[src/rtl/diff_decode_mpsk.sv]
// Differential decoder for M-ary DPSK symbols with optional Gray coding,
// per-frame reference reload and a legacy DQPSK bit-swap mode.
module diff_decode_mpsk #(
    parameter int unsigned SYM_W    = 2,
    parameter int unsigned GRAY     = 1,
    parameter int unsigned INIT_REF = 0,
    parameter int unsigned CNT_W    = 16
) (
    input  logic             clk,
    input  logic             rstn,
    input  logic             in_valid,
    output logic             in_ready,
    input  logic [SYM_W-1:0] in_sym,
    input  logic             in_sof,
    input  logic             mode,
    output logic             out_valid,
    input  logic             out_ready,
    output logic [SYM_W-1:0] out_sym,
    output logic             out_sof,
    output logic [CNT_W-1:0] sym_cnt
);

    localparam logic [SYM_W-1:0] InitRef = SYM_W'(INIT_REF);
    localparam logic [CNT_W-1:0] CntOne  = CNT_W'(1);

    function automatic logic [SYM_W-1:0] gray2bin(input logic [SYM_W-1:0] g);
        logic [SYM_W-1:0] b;
        b = g;
        for (int i = 1; i < SYM_W; i++) begin
            b = b ^ (g >> i);
        end
        return b;
    endfunction

    function automatic logic [SYM_W-1:0] bin2gray(input logic [SYM_W-1:0] b);
        return b ^ (b >> 1);
    endfunction

    logic             out_valid_q, out_valid_d;
    logic [SYM_W-1:0] out_sym_q, out_sym_d;
    logic             out_sof_q, out_sof_d;
    logic [CNT_W-1:0] sym_cnt_q, sym_cnt_d;
    logic [SYM_W-1:0] ref_q, ref_d;
    logic [SYM_W-1:0] raw_ref_q, raw_ref_d;

    logic             accept;
    logic             xfer;
    logic [SYM_W-1:0] phase;
    logic [SYM_W-1:0] ref_sel;
    logic [SYM_W-1:0] diff;
    logic [SYM_W-1:0] mod_sym;
    logic [SYM_W-1:0] raw_sel;
    logic [SYM_W-1:0] legacy_sym;
    logic             use_legacy;

    // Legacy swap rule only exists for DQPSK; other widths always use the modular path.
    if (SYM_W == 2) begin : g_legacy
        assign legacy_sym = (raw_sel[0] != raw_sel[1]) ?
                            {in_sym[0] ^ raw_sel[0], in_sym[1] ^ raw_sel[1]} :
                            (in_sym ^ raw_sel);
        assign use_legacy = mode;
    end else begin : g_no_legacy
        assign legacy_sym = '0;
        assign use_legacy = 1'b0;
    end

    always_comb begin
        in_ready = !out_valid_q || out_ready;
        accept   = in_valid && in_ready;
        xfer     = out_valid_q && out_ready;

        phase   = (GRAY != 0) ? gray2bin(in_sym) : in_sym;
        ref_sel = in_sof ? InitRef : ref_q;
        raw_sel = in_sof ? InitRef : raw_ref_q;
        diff    = phase - ref_sel;
        mod_sym = (GRAY != 0) ? bin2gray(diff) : diff;

        out_valid_d = out_valid_q;
        out_sym_d   = out_sym_q;
        out_sof_d   = out_sof_q;
        sym_cnt_d   = sym_cnt_q;
        ref_d       = ref_q;
        raw_ref_d   = raw_ref_q;

        if (accept) begin
            out_valid_d = 1'b1;
            out_sym_d   = use_legacy ? legacy_sym : mod_sym;
            out_sof_d   = in_sof;
            ref_d       = phase;
            raw_ref_d   = in_sym;
            if (in_sof) begin
                sym_cnt_d = CntOne;
            end else if (sym_cnt_q != '1) begin
                sym_cnt_d = sym_cnt_q + CntOne;
            end
        end else if (xfer) begin
            out_valid_d = 1'b0;
        end
    end

    always_ff @(posedge clk or negedge rstn) begin
        if (!rstn) begin
            out_valid_q <= 1'b0;
            out_sym_q   <= '0;
            out_sof_q   <= 1'b0;
            sym_cnt_q   <= '0;
            ref_q       <= InitRef;
            raw_ref_q   <= InitRef;
        end else begin
            out_valid_q <= out_valid_d;
            out_sym_q   <= out_sym_d;
            out_sof_q   <= out_sof_d;
            sym_cnt_q   <= sym_cnt_d;
            ref_q       <= ref_d;
            raw_ref_q   <= raw_ref_d;
        end
    end

    assign out_valid = out_valid_q;
    assign out_sym   = out_sym_q;
    assign out_sof   = out_sof_q;
    assign sym_cnt   = sym_cnt_q;

endmodule

[config.mk]
export PLATFORM = sky130hd
export DESIGN_NAME = diff_decode_mpsk
export DESIGN_NICKNAME = d
export VERILOG_FILES = /design/src/rtl/diff_decode_mpsk.sv
export SDC_FILE = /design/constraint.sdc
export NUM_CORES = 1
export LEC_CHECK = 0
export BUFFER_PORTS_ARGS = -buffer_cell sky130_fd_sc_hd__buf_2
export CORE_UTILIZATION = 54
export CTS_CLUSTER_DIAMETER = 40
export DETAILED_ROUTE_END_ITERATION = 10
export MAX_ROUTING_LAYER = met4
export PLACE_DENSITY = 0.81
export SETUP_SLACK_MARGIN = 0.3
export SLEW_MARGIN = 20
export SYNTH_ARGS = -nofsm -noshare
export SYNTH_HDL_FRONTEND = slang
export SYNTH_SLANG_ARGS = --single-unit
[constraint.sdc]
create_clock -name clk -period 2.63 [get_ports clk]
set_input_delay 0.263 -clock clk [delete_from_list [all_inputs] [get_ports clk]]
set_output_delay 0.263 -clock clk [all_outputs]
set_load 0.01 [all_outputs]
==> results of run 1 <==
==> cells in the mapped netlist, drive strengths merged <==
| master | count | share of area (%) |
|---|---|---|
| a211oi | 4 | 2.1 |
| a21bo | 1 | 0.72 |
| a21oi | 11 | 3.9 |
| a31oi | 1 | 0.45 |
| a32oi | 1 | 0.63 |
| and2 | 1 | 0.45 |
| and3 | 4 | 1.9 |
| and3b | 1 | 0.63 |
| and4 | 2 | 1.3 |
| buf | 2 | 0.63 |
| clkbuf | 7 | 2.0 |
| dfrtp | 23 | 41 |
| ha | 2 | 1.8 |
| inv | 4 | 1.1 |
| mux2 | 6 | 4.8 |
| mux2i | 9 | 6.4 |
| nand2 | 24 | 6.4 |
| nand2b | 8 | 3.6 |
| nand3 | 5 | 1.8 |
| nand3b | 2 | 1.1 |
| nand4 | 4 | 1.8 |
| nor2 | 3 | 0.81 |
| nor2b | 5 | 2.2 |
| nor3 | 2 | 0.72 |
| nor4 | 3 | 1.3 |
| o21a | 1 | 0.54 |
| o21ai | 3 | 1.1 |
| o21bai | 1 | 0.54 |
| o221ai | 1 | 0.63 |
| o311ai | 1 | 0.63 |
| o31ai | 3 | 1.6 |
| o41ai | 1 | 0.63 |
| or3 | 1 | 0.45 |
| or4 | 3 | 1.6 |
| xnor2 | 3 | 1.9 |
| xor2 | 1 | 0.63 |
==> kinds of logic (layout without fill, tap and decap cells) <==
kind of cell / after synthesis / after routing / share of synthesized area, %
flip-flops: 23 / 23 / 41.18
AND/OR/NAND/NOR: 68 / 68 / 26.05
adder cells (fa/ha/maj): 2 / 2 / 1.790
AO/OA/AOI/OAI: 29 / 29 / 13.52
XOR/XNOR: 4 / 4 / 2.507
buffers and inverters: 13 / 37 / 3.669
multiplexers: 15 / 15 / 11.28
==> per-layer routing <==
layer | share of wire [%] | track usage, %
met5 | 0 | -
met4 | 1.1 | 9.649
met1 | 45 | 35.56
met3 | 5.3 | 4.023
met2 | 48 | 40.93
==> power by group through the flow <==
stage / combinational, W / sequential [W] / clock, W
2_1_floorplan: 0.000114 / 0.000458 / 0
3_3_place_gp: 0.000198 / 0.000444 / 0
3_5_place_dp: 0.000206 / 0.000450 / 0
4_1_cts: 0.000208 / 0.000443 / 0.000169
5_1_grt: 0.000232 / 0.000451 / 0.000184
6_report: 0.000206 / 0.000442 / 0.000169
==> metrics by stage <==
stage	area, um2	util, %	hold WS, ns
2_1_floorplan	1398	-	-0.03259
6_report	1575	64.17	0.1615
5_1_grt	1575	64.17	0.1624
4_1_cts	1575	64.17	0.1561
3_5_place_dp	1539	62.69	0.2690
3_3_place_gp	1539	62.69	0.2573
==> critical path, delay by kind of cell, from the launching register on <==
family	cells	cell delay, ns
AO/OA/AOI/OAI	1	0.28
adder cells (fa/ha/maj)	1	0.26
flip-flops	1	0.45
multiplexers	1	0.37
AND/OR/NAND/NOR	2	0.64
==> area by class of cell <==
class	count	area (um2)
flip-flops and latches	23	575.6
clock buffers	4	26.28
inverters	4	15.01
well taps	30	37.54
fillers	214	879.6
repair buffers	29	150.1
multi-input cells	118	770.7
==> sequential cells by signal (all words and copies together) (netlist names) <==
signal	cells
out_sym	2
sym_cnt	16
out_sof	1
out_valid	1
raw_ref_q	1
ref_q	2
==> worst max-delay path by stage <==
stage                                        end                   start  slack (ns)  cells after the start
after global placement    sym_cnt[1]$_DFFE_PN0P_  sym_cnt[0]$_DFFE_PN0P_        0.71                      5
after CTS                 sym_cnt[0]$_DFFE_PN0P_  sym_cnt[0]$_DFFE_PN0P_        0.57                      5
final                     sym_cnt[0]$_DFFE_PN0P_  sym_cnt[0]$_DFFE_PN0P_        0.54                      5
after global routing      sym_cnt[4]$_DFFE_PN0P_  sym_cnt[0]$_DFFE_PN0P_        0.42                      5
after floorplan           sym_cnt[9]$_DFFE_PN0P_  sym_cnt[0]$_DFFE_PN0P_        0.74                      6
after detailed placement  sym_cnt[0]$_DFFE_PN0P_  sym_cnt[0]$_DFFE_PN0P_        0.59                      5
==> impl_metrics.sql, run 1 <==
INSERT INTO impl_metrics (metric_group, metric, value, unit) VALUES
('clocking', 'number_of_buffers_on_the_longest_clock_path', '2', ''),
('cells_and_area', 'mostFrequentLayoutCell', 'sky130_fd_sc_hd__buf_2', ''),
('placed_design', 'port-buffer-count', '28', ''),
('yosys', 'synth.yosys.seq_area_share', '41.18', '%'),
('power', 'report.power.total', '0.0008166', 'W'),
('clocking', 'cts_setup_buffers', '0', ''),
('sta', 'setup_ws', '0.5394', 'ns'),
('cells_and_area', 'insertedDiodeCount', '0', ''),
('floorplanning', 'dieWidth', '52.88', 'um'),
('setup_path', 'crit-reg2reg-capture', 'sym_cnt[0]$_DFFE_PN0P_', ''),
('global_route', 'gr-usage-all-layers', '26.62', '%'),
('power', 'switching_share', '32.71', '%'),
('worst_hold_path', 'hold-path-cell-count', '2', ''),
('worst_hold_path', 'hold-path-endpoint', 'out_sym[0]$_DFFE_PN0P_', ''),
('sta', 'final_setup_violating_endpoints', '0', ''),
('placed_design', 'dp_slack', '0.5892', 'ns'),
('global_route', 'grt_first_pass_wirelength', '5.306', 'mm'),
('drt', 'drt.antenna.violating_nets', '0', ''),
('global_route', 'number_of_antenna_violations_at_the_first_check_in_global_routing', '0', ''),
('sta', 'timing.max_slew.rel_slack', '60.78', '%'),
('drt', 'detail_route.drc_violations', '0', ''),
('setup_path', 'timing.critical_path.arrival', '2.30', 'ns'),
('worst_hold_path', 'hold_class', 'in -> reg', ''),
('floorplanning', 'initial_utilization', '56.93', '%'),
('clocking', 'path_clk_slew', '0.12', 'ns'),
('power', 'vdd.ir_drop.worst', '0.4419', 'mV'),
('drt', 'avgViaCountPerCell', '6.091', ''),
('worst_hold_path', 'worst_min_path_start', 'mode', ''),
('power', 'leakage', '0.7289', 'nW'),
('yosys', 'yosys_warnings', '0', ''),
('yosys', 'netlist_area', '1398', 'um2'),
('sta', 'final_hold_viol_count', '0', ''),
('power', 'power.combinational.fraction', '25.2', '%'),
('sta', 'max_slew.worst_pin.slew', '0.5867', 'ns'),
('floorplanning', 'placement_rows', '18', ''),
('yosys', 'yosys_register_bits', '23', ''),
('yosys', 'synth_cells', '154', ''),
('job', 'timing.max_cap.violations', '0', ''),
('global_route', 'globalRoute.totalOverflow', '0', ''),
('status', 'status', 'finished, final reports clean', ''),
('placed_design', 'gp_congestion', '0.8370', ''),
('floorplanning', 'die-height', '52.88', 'um'),
('sta', 'report.final.slew_viol_count', '0', ''),
('power', 'p_per_area', '518.4', 'nW/um2'),
('sta', 'timing.final.crit_period', '2.091', 'ns'),
('clocking', 'ctsResizeCount', '0', ''),
('floorplanning', 'design.core.area', '2455', 'um2'),
('setup_path', 'reg2reg_depth', '5', ''),
('yosys', 'syn_area_per_cell', '9.075', 'um2'),
('cells_and_area', 'number_of_nets_in_the_finished_design', '189', ''),
('floorplanning', 'io_count', '29', ''),
('cells_and_area', 'drive_gt1_share', '22.47', '%'),
('power', 'switchingPower', '0.0002671', 'W'),
('cells_and_area', 'most_frequent_cells_in_the_layout', '28 x sky130_fd_sc_hd__buf_2, 24 x sky130_fd_sc_hd__nand2_1, 23 x sky130_fd_sc_hd__dfrtp_1', ''),
('cells_and_area', 'final_cells', '208', ''),
('clocking', 'worst_skew_pair.late_latency', '0.32', 'ns'),
('sta', 'finalClockSkew', '0.01295', 'ns'),
('clocking', 'cts_hold_repair.buffers', '1', ''),
('drt', 'drtPass1Iterations', '4', ''),
('setup_path', 'critPathKind', 'reg -> reg', ''),
('setup_path', 'timing.critical_path.required', '2.84', 'ns'),
('power', 'power_report.internal_total', '0.0005495', 'W'),
('setup_path', 'worstPathMaxFanout', '11', ''),
('sta', 'timing.fmax', '478.3', 'MHz'),
('placed_design', 'place.detailed.hpwl', '2.336', 'mm'),
('setup_path', 'cpMaxStageDelayCell', 'sky130_fd_sc_hd__dfrtp_1', ''),
('sta', 'rsz_0062_raised_after_global_routing', 'no', ''),
('setup_path', 'path_cells', 'ha_1 -> and4_1 -> and3b_1 -> a21oi_1 -> mux2_2', ''),
('yosys', 'syn-num-nets', '164', ''),
('clocking', 'clkSinkCount', '23', ''),
('setup_path', 'cpPeakStageDelay', '0.45', 'ns');
Power figures use the tool's default switching activity.
==> inputs of run 2 (changes only) <==
==> constraint.sdc (replaced) <==
create_clock -name clk -period 1.95 [get_ports clk]
set_input_delay 0.195 -clock clk [delete_from_list [all_inputs] [get_ports clk]]
set_output_delay 0.195 -clock clk [all_outputs]
set_load 0.01 [all_outputs]
==> impl_metrics.sql, run 2 (synthesis gave the netlist of run 1 again) <==
INSERT INTO impl_metrics (metric_group, metric, value, unit) VALUES
('status', 'status', 'finished, final reports clean', ''),
('worst_hold_path', 'hold_class', 'in -> reg', ''),
('cells_and_area', 'drive_gt1_share', '41.21', '%'),
('placed_design', 'gp_congestion', '0.8801', ''),
('drt', 'avgViaCountPerCell', '6.332', ''),
('clocking', 'cts_inserted_buffers', '3', ''),
('clocking', 'clockRootBuffer', 'sky130_fd_sc_hd__clkbuf_4', ''),
('sta', 'rsz_0062_raised_after_global_routing', 'yes', ''),
('sta', 'timing.final.crit_share', '90.85', '%'),
('setup_path', 'cpPeakStageDelay', '0.60', 'ns'),
('global_route', 'grt_pass1_vias', '1248', ''),
('global_route', 'gr-usage-all-layers', '30.40', '%'),
('setup_path', 'timing.critical_path.required', '2.19', 'ns'),
('sta', 'finalClockSkew', '0.01193', 'ns'),
('setup_path', 'family_with_the_most_delay_on_the_worst_path', 'simple AND/OR/NAND/NOR gates', ''),
('cells_and_area', 'area_growth_syn_to_layout', '33.66', '%'),
('setup_path', 'worstPathMaxFanout', '7', ''),
('floorplanning', 'initial_utilization', '56.93', '%'),
('setup_path', 'path_cells', 'nand2_1 -> or4_4 -> buf_4 -> a211oi_4 -> mux2i_1', ''),
('setup_path', 'timing.critical_path.buf_inv', '1', ''),
('cells_and_area', 'mostFrequentLayoutCell', 'sky130_fd_sc_hd__buf_2', ''),
('placed_design', 'port-buffer-count', '28', ''),
('placed_design', 'place_inst', '207', ''),
('drt', 'drt.antenna.violating_nets', '0', ''),
('drt', 'route.final.wire_length', '4.130', 'mm'),
('floorplanning', 'io_count', '29', ''),
('cells_and_area', 'number_of_nets_in_the_finished_design', '210', ''),
('global_route', 'grt_first_pass_wirelength', '5.920', 'mm'),
('setup_path', 'worst_setup_path_start_kind', 'flop', ''),
('sta', 'hold_ws', '0.1313', 'ns'),
('sta', 'report.final.slew_viol_count', '0', ''),
('power', 'p_per_area', '663.7', 'nW/um2'),
('drt', 'detail_route.drc_violations', '0', ''),
('job', 'timing.max_cap.violations', '0', ''),
('cells_and_area', 'largest_register_ff_count', '16', ''),
('sta', 'timing.fmax', '564.4', 'MHz'),
('sta', 'timing.final.crit_period', '1.772', 'ns'),
('clocking', 'path_clk_slew', '0.13', 'ns'),
('floorplanning', 'dieWidth', '52.88', 'um'),
('cells_and_area', 'final_cells', '229', ''),
('setup_path', 'cpMaxStageDelayCell', 'sky130_fd_sc_hd__or4_4', ''),
('clocking', 'clkSinkCount', '23', ''),
('power', 'vdd.ir_drop.worst', '0.6979', 'mV'),
('sta', 'final_setup_violating_endpoints', '0', ''),
('global_route', 'maximum_number_of_pins_on_one_net_before_global_route_repair', '24', ''),
('global_route', 'globalRoute.totalOverflow', '0', ''),
('clocking', 'tritoncts', 'yes', ''),
('sta', 'max_slew.worst_pin.slew', '0.5255', 'ns'),
('sta', 'timing.setup.tns', '0', 'ns'),
('placed_design', 'place.detailed.hpwl', '2.483', 'mm'),
('drt', 'routedWlPerCell', '18.03', 'um'),
('floorplanning', 'design.core.area', '2455', 'um2'),
('clocking', 'worst_skew_pair.late_latency', '0.31', 'ns'),
('floorplanning', 'die_area', '2796', 'um2'),
('clocking', 'number_of_buffers_on_the_longest_clock_path', '2', ''),
('floorplanning', 'placement_rows', '18', ''),
('sta', 'final_hold_viol_count', '0', ''),
('setup_path', 'worst_setup_path_end_kind', 'flop', ''),
('cells_and_area', 'most_frequent_cells_in_the_layout', '28 x sky130_fd_sc_hd__buf_2, 23 x sky130_fd_sc_hd__nand2_1, 21 x sky130_fd_sc_hd__dfrtp_1', ''),
('setup_path', 'critPathKind', 'reg -> reg', ''),
('cells_and_area', 'insertedDiodeCount', '0', ''),
('floorplanning', 'die-height', '52.88', 'um'),
('clocking', 'h-tree-depth', '1', ''),
('global_route', 'number_of_antenna_violations_at_the_first_check_in_global_routing', '0', ''),
('setup_path', 'timing.critical_path.arrival', '2.01', 'ns'),
('drt', 'drtPass1Iterations', '4', ''),
('drt', 'first_iter_violations', '95', ''),
('sta', 'timing.max_slew.rel_slack', '64.97', '%'),
('power', 'leakage', '0.8615', 'nW'),
('drt', 'detailroute.via_count', '1450', '');
## run 2: worst paths after layout
check                                  startpoint                       to  slack, ns  cells after the start
setup / recovery           sym_cnt[4]$_DFFE_PN0P_   sym_cnt[7]$_DFFE_PN0P_       0.18                      5
hold / removal                               mode   out_sym[0]$_DFFE_PN0P_       0.13                      2
setup reg to reg           sym_cnt[4]$_DFFE_PN0P_   sym_cnt[7]$_DFFE_PN0P_       0.18                      5
hold reg to reg              ref_q[0]$_DFFE_PN0P_     ref_q[0]$_DFFE_PN0P_       0.52                      2
max in group asynchronous                    rstn   sym_cnt[8]$_DFFE_PN0P_       1.18                      2
min in group asynchronous                    rstn  sym_cnt[14]$_DFFE_PN0P_       0.38                      2
## run 2: where the power goes
group,internal [W],leakage [nW],total [W],switching [W]
Combinational,0.000209,0.550,0.000415,0.000206
Clock,0.0000797,0.0150,0.000220,0.000141
Sequential,0.000536,0.296,0.000605,0.0000685
## run 2: per-stage QoR
stage | worst slack, ns | util (%) | cell area [um2] | total power [W]
2_1_floorplan | 0.1902 | - | 1446 | 0.0007781
3_3_place_gp | 0.1076 | 65.24 | 1602 | 0.0008851
3_5_place_dp | 0.01586 | 65.24 | 1602 | 0.0009129
4_1_cts | 0.2280 | 72.43 | 1778 | 0.001218
5_1_grt | 0.1235 | 76.10 | 1868 | 0.001308
6_report | 0.1783 | 76.10 | 1868 | 0.001240
## run 2: repair_timing
item	4_1_cts	5_1_grt
setup endpoints to repair	16	16
buffers inserted	10	6
pin swaps	2	7
gates cloned	1	0
hold buffers	1	0
resized for setup	15	11
endpoints found under the hold margin	23	0
## run 2: per-layer routing
metal | part of all wire (%) | routed length [um] | vias to the layer above | GRT usage (%)
met5 | 0 | 0 | - | -
met4 | 1.1 | 46 | 0 | 8.772
met3 | 9.5 | 393 | 11 | 5.747
met2 | 49 | 2036 | 103 | 45.99
met1 | 40 | 1653 | 690 | 41.49
li1 | - | - | 646 | -
## run 2: area by class of cell
type                    instances  area [um2]
fillers                       158       586.8
repair buffers                 49       311.5
inverters                       4       15.01
multi-input cells             119       899.6
clock buffers                   4       26.28
well taps                      30       37.54
flip-flops and latches         23       578.1
==> inputs of run 3 (changes only) <==
--- a/config.mk
+++ b/config.mk
@@ -12,7 +12,7 @@
 export MAX_ROUTING_LAYER = met4
 export PLACE_DENSITY = 0.81
 export SETUP_SLACK_MARGIN = 0.3
-export SLEW_MARGIN = 20
+export SLEW_MARGIN = 30
 export SYNTH_ARGS = -nofsm -noshare
 export SYNTH_HDL_FRONTEND = slang
 export SYNTH_SLANG_ARGS = --single-unit
==> constraint.sdc (replaced) <==
create_clock -name clk -period 1.8 [get_ports clk]
set_input_delay 0.18 -clock clk [delete_from_list [all_inputs] [get_ports clk]]
set_output_delay 0.18 -clock clk [all_outputs]
set_load 0.01 [all_outputs]
==> impl_metrics.sql, run 3 (synthesis gave the netlist of run 1 again) <==
INSERT INTO impl_metrics (metric_group, metric, value, unit) VALUES
('drt', 'route.final.wire_length', '4.685', 'mm'),
('placed_design', 'place.detailed.hpwl', '2.502', 'mm'),
('drt', 'first_iter_violations', '75', ''),
('placed_design', 'place_inst', '215', ''),
('sta', 'timing.max_slew.rel_slack', '64.12', '%'),
('setup_path', 'cpMaxStageDelayCell', 'sky130_fd_sc_hd__or4_4', ''),
('clocking', 'path_clk_slew', '0.14', 'ns'),
('setup_path', 'worst_setup_path_end_kind', 'flop', ''),
('sta', 'report.final.slew_viol_count', '0', ''),
('setup_path', 'timing.critical_path.arrival', '2.08', 'ns'),
('setup_path', 'family_with_the_most_delay_on_the_worst_path', 'simple AND/OR/NAND/NOR gates', ''),
('sta', 'timing.fmax', '552.9', 'MHz'),
('setup_path', 'worstPathMaxFanout', '4', ''),
('global_route', 'number_of_antenna_violations_at_the_first_check_in_global_routing', '0', ''),
('placed_design', 'detailed_place.area', '1662', 'um2'),
('global_route', 'grt_pass1_vias', '1388', ''),
('status', 'violations', 'negative setup slack', ''),
('worst_hold_path', 'hold_class', 'in -> reg', ''),
('sta', 'final_hold_viol_count', '0', ''),
('setup_path', 'worst_setup_path_start_kind', 'flop', ''),
('sta', 'max_slew.worst_pin.slew', '0.5382', 'ns'),
('sta', 'setup_ws', '-0.008669', 'ns'),
('clocking', 'clkSinkCount', '23', ''),
('cells_and_area', 'filler_cells_inserted', '116', ''),
('job', 'timing.max_cap.violations', '0', ''),
('cells_and_area', 'mostFrequentLayoutCell', 'sky130_fd_sc_hd__buf_2', ''),
('cells_and_area', 'most_frequent_cells_in_the_layout', '27 x sky130_fd_sc_hd__buf_2, 23 x sky130_fd_sc_hd__nand2_1, 22 x sky130_fd_sc_hd__dfrtp_1', ''),
('cells_and_area', 'multiInputGateArea', '967.2', 'um2'),
('clocking', 'worst_skew_pair.late_latency', '0.33', 'ns'),
('drt', 'detailroute.via_count', '1544', ''),
('floorplanning', 'design.core.area', '2455', 'um2'),
('drt', 'detail_route.drc_violations', '0', ''),
('floorplanning', 'die_area', '2796', 'um2'),
('sta', 'finalClockSkew', '0.01114', 'ns'),
('cells_and_area', 'number_of_nets_in_the_finished_design', '218', ''),
('clocking', 'h-tree-depth', '1', ''),
('clocking', 'number_of_buffers_on_the_longest_clock_path', '2', ''),
('global_route', 'grt_first_pass_wirelength', '6.444', 'mm'),
('global_route', 'maximum_number_of_pins_on_one_net_before_global_route_repair', '24', ''),
('setup_path', 'path_cells', 'ha_2 -> and4_4 -> buf_6 -> nand4_1 -> or4_4 -> a21oi_2', ''),
('cells_and_area', 'seqCellArea', '576.8', 'um2'),
('placed_design', 'dp_slack', '-0.01522', 'ns'),
('setup_path', 'cpPeakStageDelay', '0.51', 'ns'),
('clocking', 'clockRootBuffer', 'sky130_fd_sc_hd__clkbuf_4', ''),
('floorplanning', 'initial_utilization', '56.93', '%'),
('cells_and_area', 'insertedDiodeCount', '0', ''),
('cells_and_area', 'post-route-cell-area', '2047', 'um2'),
('drt', 'drtPass1Iterations', '6', ''),
('global_route', 'gr-usage-all-layers', '32.98', '%'),
('sta', 'rsz_0062_raised_after_global_routing', 'yes', ''),
('sta', 'timing.setup.tns', '-0.008669', 'ns'),
('setup_path', 'timing.critical_path.required', '2.07', 'ns'),
('global_route', 'globalRoute.totalOverflow', '0', ''),
('clocking', 'cts_inserted_buffers', '3', ''),
('placed_design', 'port-buffer-count', '28', ''),
('cells_and_area', 'area_growth_syn_to_layout', '46.46', '%'),
('cells_and_area', 'drive_gt1_share', '48.79', '%'),
('sta', 'timing.final.crit_period', '1.809', 'ns'),
('clocking', 'tritoncts', 'yes', ''),
('drt', 'routedWlPerCell', '19.77', 'um'),
('power', 'p_per_area', '712.6', 'nW/um2'),
('drt', 'avgViaCountPerCell', '6.515', ''),
('floorplanning', 'placement_rows', '18', ''),
('setup_path', 'timing.critical_path.buf_inv', '1', ''),
('cells_and_area', 'largest_register_ff_count', '16', ''),
('placed_design', 'gp_congestion', '0.9788', ''),
('floorplanning', 'io_count', '29', ''),
('power', 'leakage', '0.9183', 'nW'),
('sta', 'timing.final.crit_share', '100.5', '%'),
('floorplanning', 'die-height', '52.88', 'um'),
('floorplanning', 'dieWidth', '52.88', 'um'),
('setup_path', 'critPathKind', 'reg -> reg', ''),
('power', 'report.power.total', '0.001459', 'W'),
('drt', 'drt.antenna.violating_nets', '0', ''),
('cells_and_area', 'final_cells', '237', ''),
('status', 'status', 'complete, but fails checks', ''),
('power', 'vdd.ir_drop.worst', '0.8546', 'mV'),
('sta', 'final_setup_violating_endpoints', '1', '');
[run 3: cell type report]
class / count / share of cell area [%]
Multi-Input combinational cell: 118 / 47.25
Sequential cell: 23 / 28.18
Timing Repair Buffer: 58 / 20.72
Tap cell: 30 / 1.834
Clock buffer: 4 / 1.284
Inverter: 4 / 0.7335
[run 3: path summary, 6_finish.rpt]
path,cells past startpoint,end,from,slack (ns)
setup / recovery,6,sym_cnt[14]$_DFFE_PN0P_,sym_cnt[1]$_DFFE_PN0P_,-0.009
hold / removal,2,out_sym[0]$_DFFE_PN0P_,mode,0.09
setup reg to reg,6,sym_cnt[14]$_DFFE_PN0P_,sym_cnt[1]$_DFFE_PN0P_,-0.009
hold reg to reg,2,out_sof$_DFFE_PN0P_,out_sof$_DFFE_PN0P_,0.50
max in group asynchronous,2,sym_cnt[2]$_DFFE_PN0P_,rstn,1.06
min in group asynchronous,2,out_valid$_DFFE_PN0P_,rstn,0.35
[run 3: worst reg2reg max path: stages, from the launching register on]
cell                      delay (ns)
sky130_fd_sc_hd__dfrtp_1        0.41
sky130_fd_sc_hd__ha_2           0.21
sky130_fd_sc_hd__and4_4         0.24
sky130_fd_sc_hd__buf_6          0.10
sky130_fd_sc_hd__nand4_1        0.14
sky130_fd_sc_hd__or4_4          0.51
sky130_fd_sc_hd__a21oi_2        0.16
[run 3: per-layer routing]
metal / vias up / GRT usage, % / routed length [um]
li1: 663 / - / -
met1: 741 / 41.34 / 1857
met2: 114 / 51.48 / 2196
met3: 26 / 3.736 / 436
met4: 0 / 18.86 / 194
met5: - / - / 0
[run 3: what timing repair did]
item                                    4_1_cts  5_1_grt
endpoints found under the setup margin       18       21
hold endpoints to repair                     23        0
pin swaps                                     6        8
hold buffers                                  1        0
gates resized for setup                      20       26
buffers inserted                             10        7
[run 3: through the flow]
| step | utilization [%] | hold WS, ns |
|---|---|---|
| floorplan | - | -0.1156 |
| global placement | 67.69 | 0.1791 |
| detailed placement | 67.69 | 0.1873 |
| CTS | 76.40 | 0.08100 |
| global route | 83.38 | 0.09616 |
| finish | 83.38 | 0.09010 |
[run 3: report_power, final]
part	switching [W]	leakage (nW)	total [W]	internal [W]
combinational	0.000274	0.606	0.000555	0.000281
sequential	0.0000623	0.298	0.000644	0.000581
clock	0.000173	0.0150	0.000260	0.0000868
total	0.000510	0.918	0.00146	0.000949
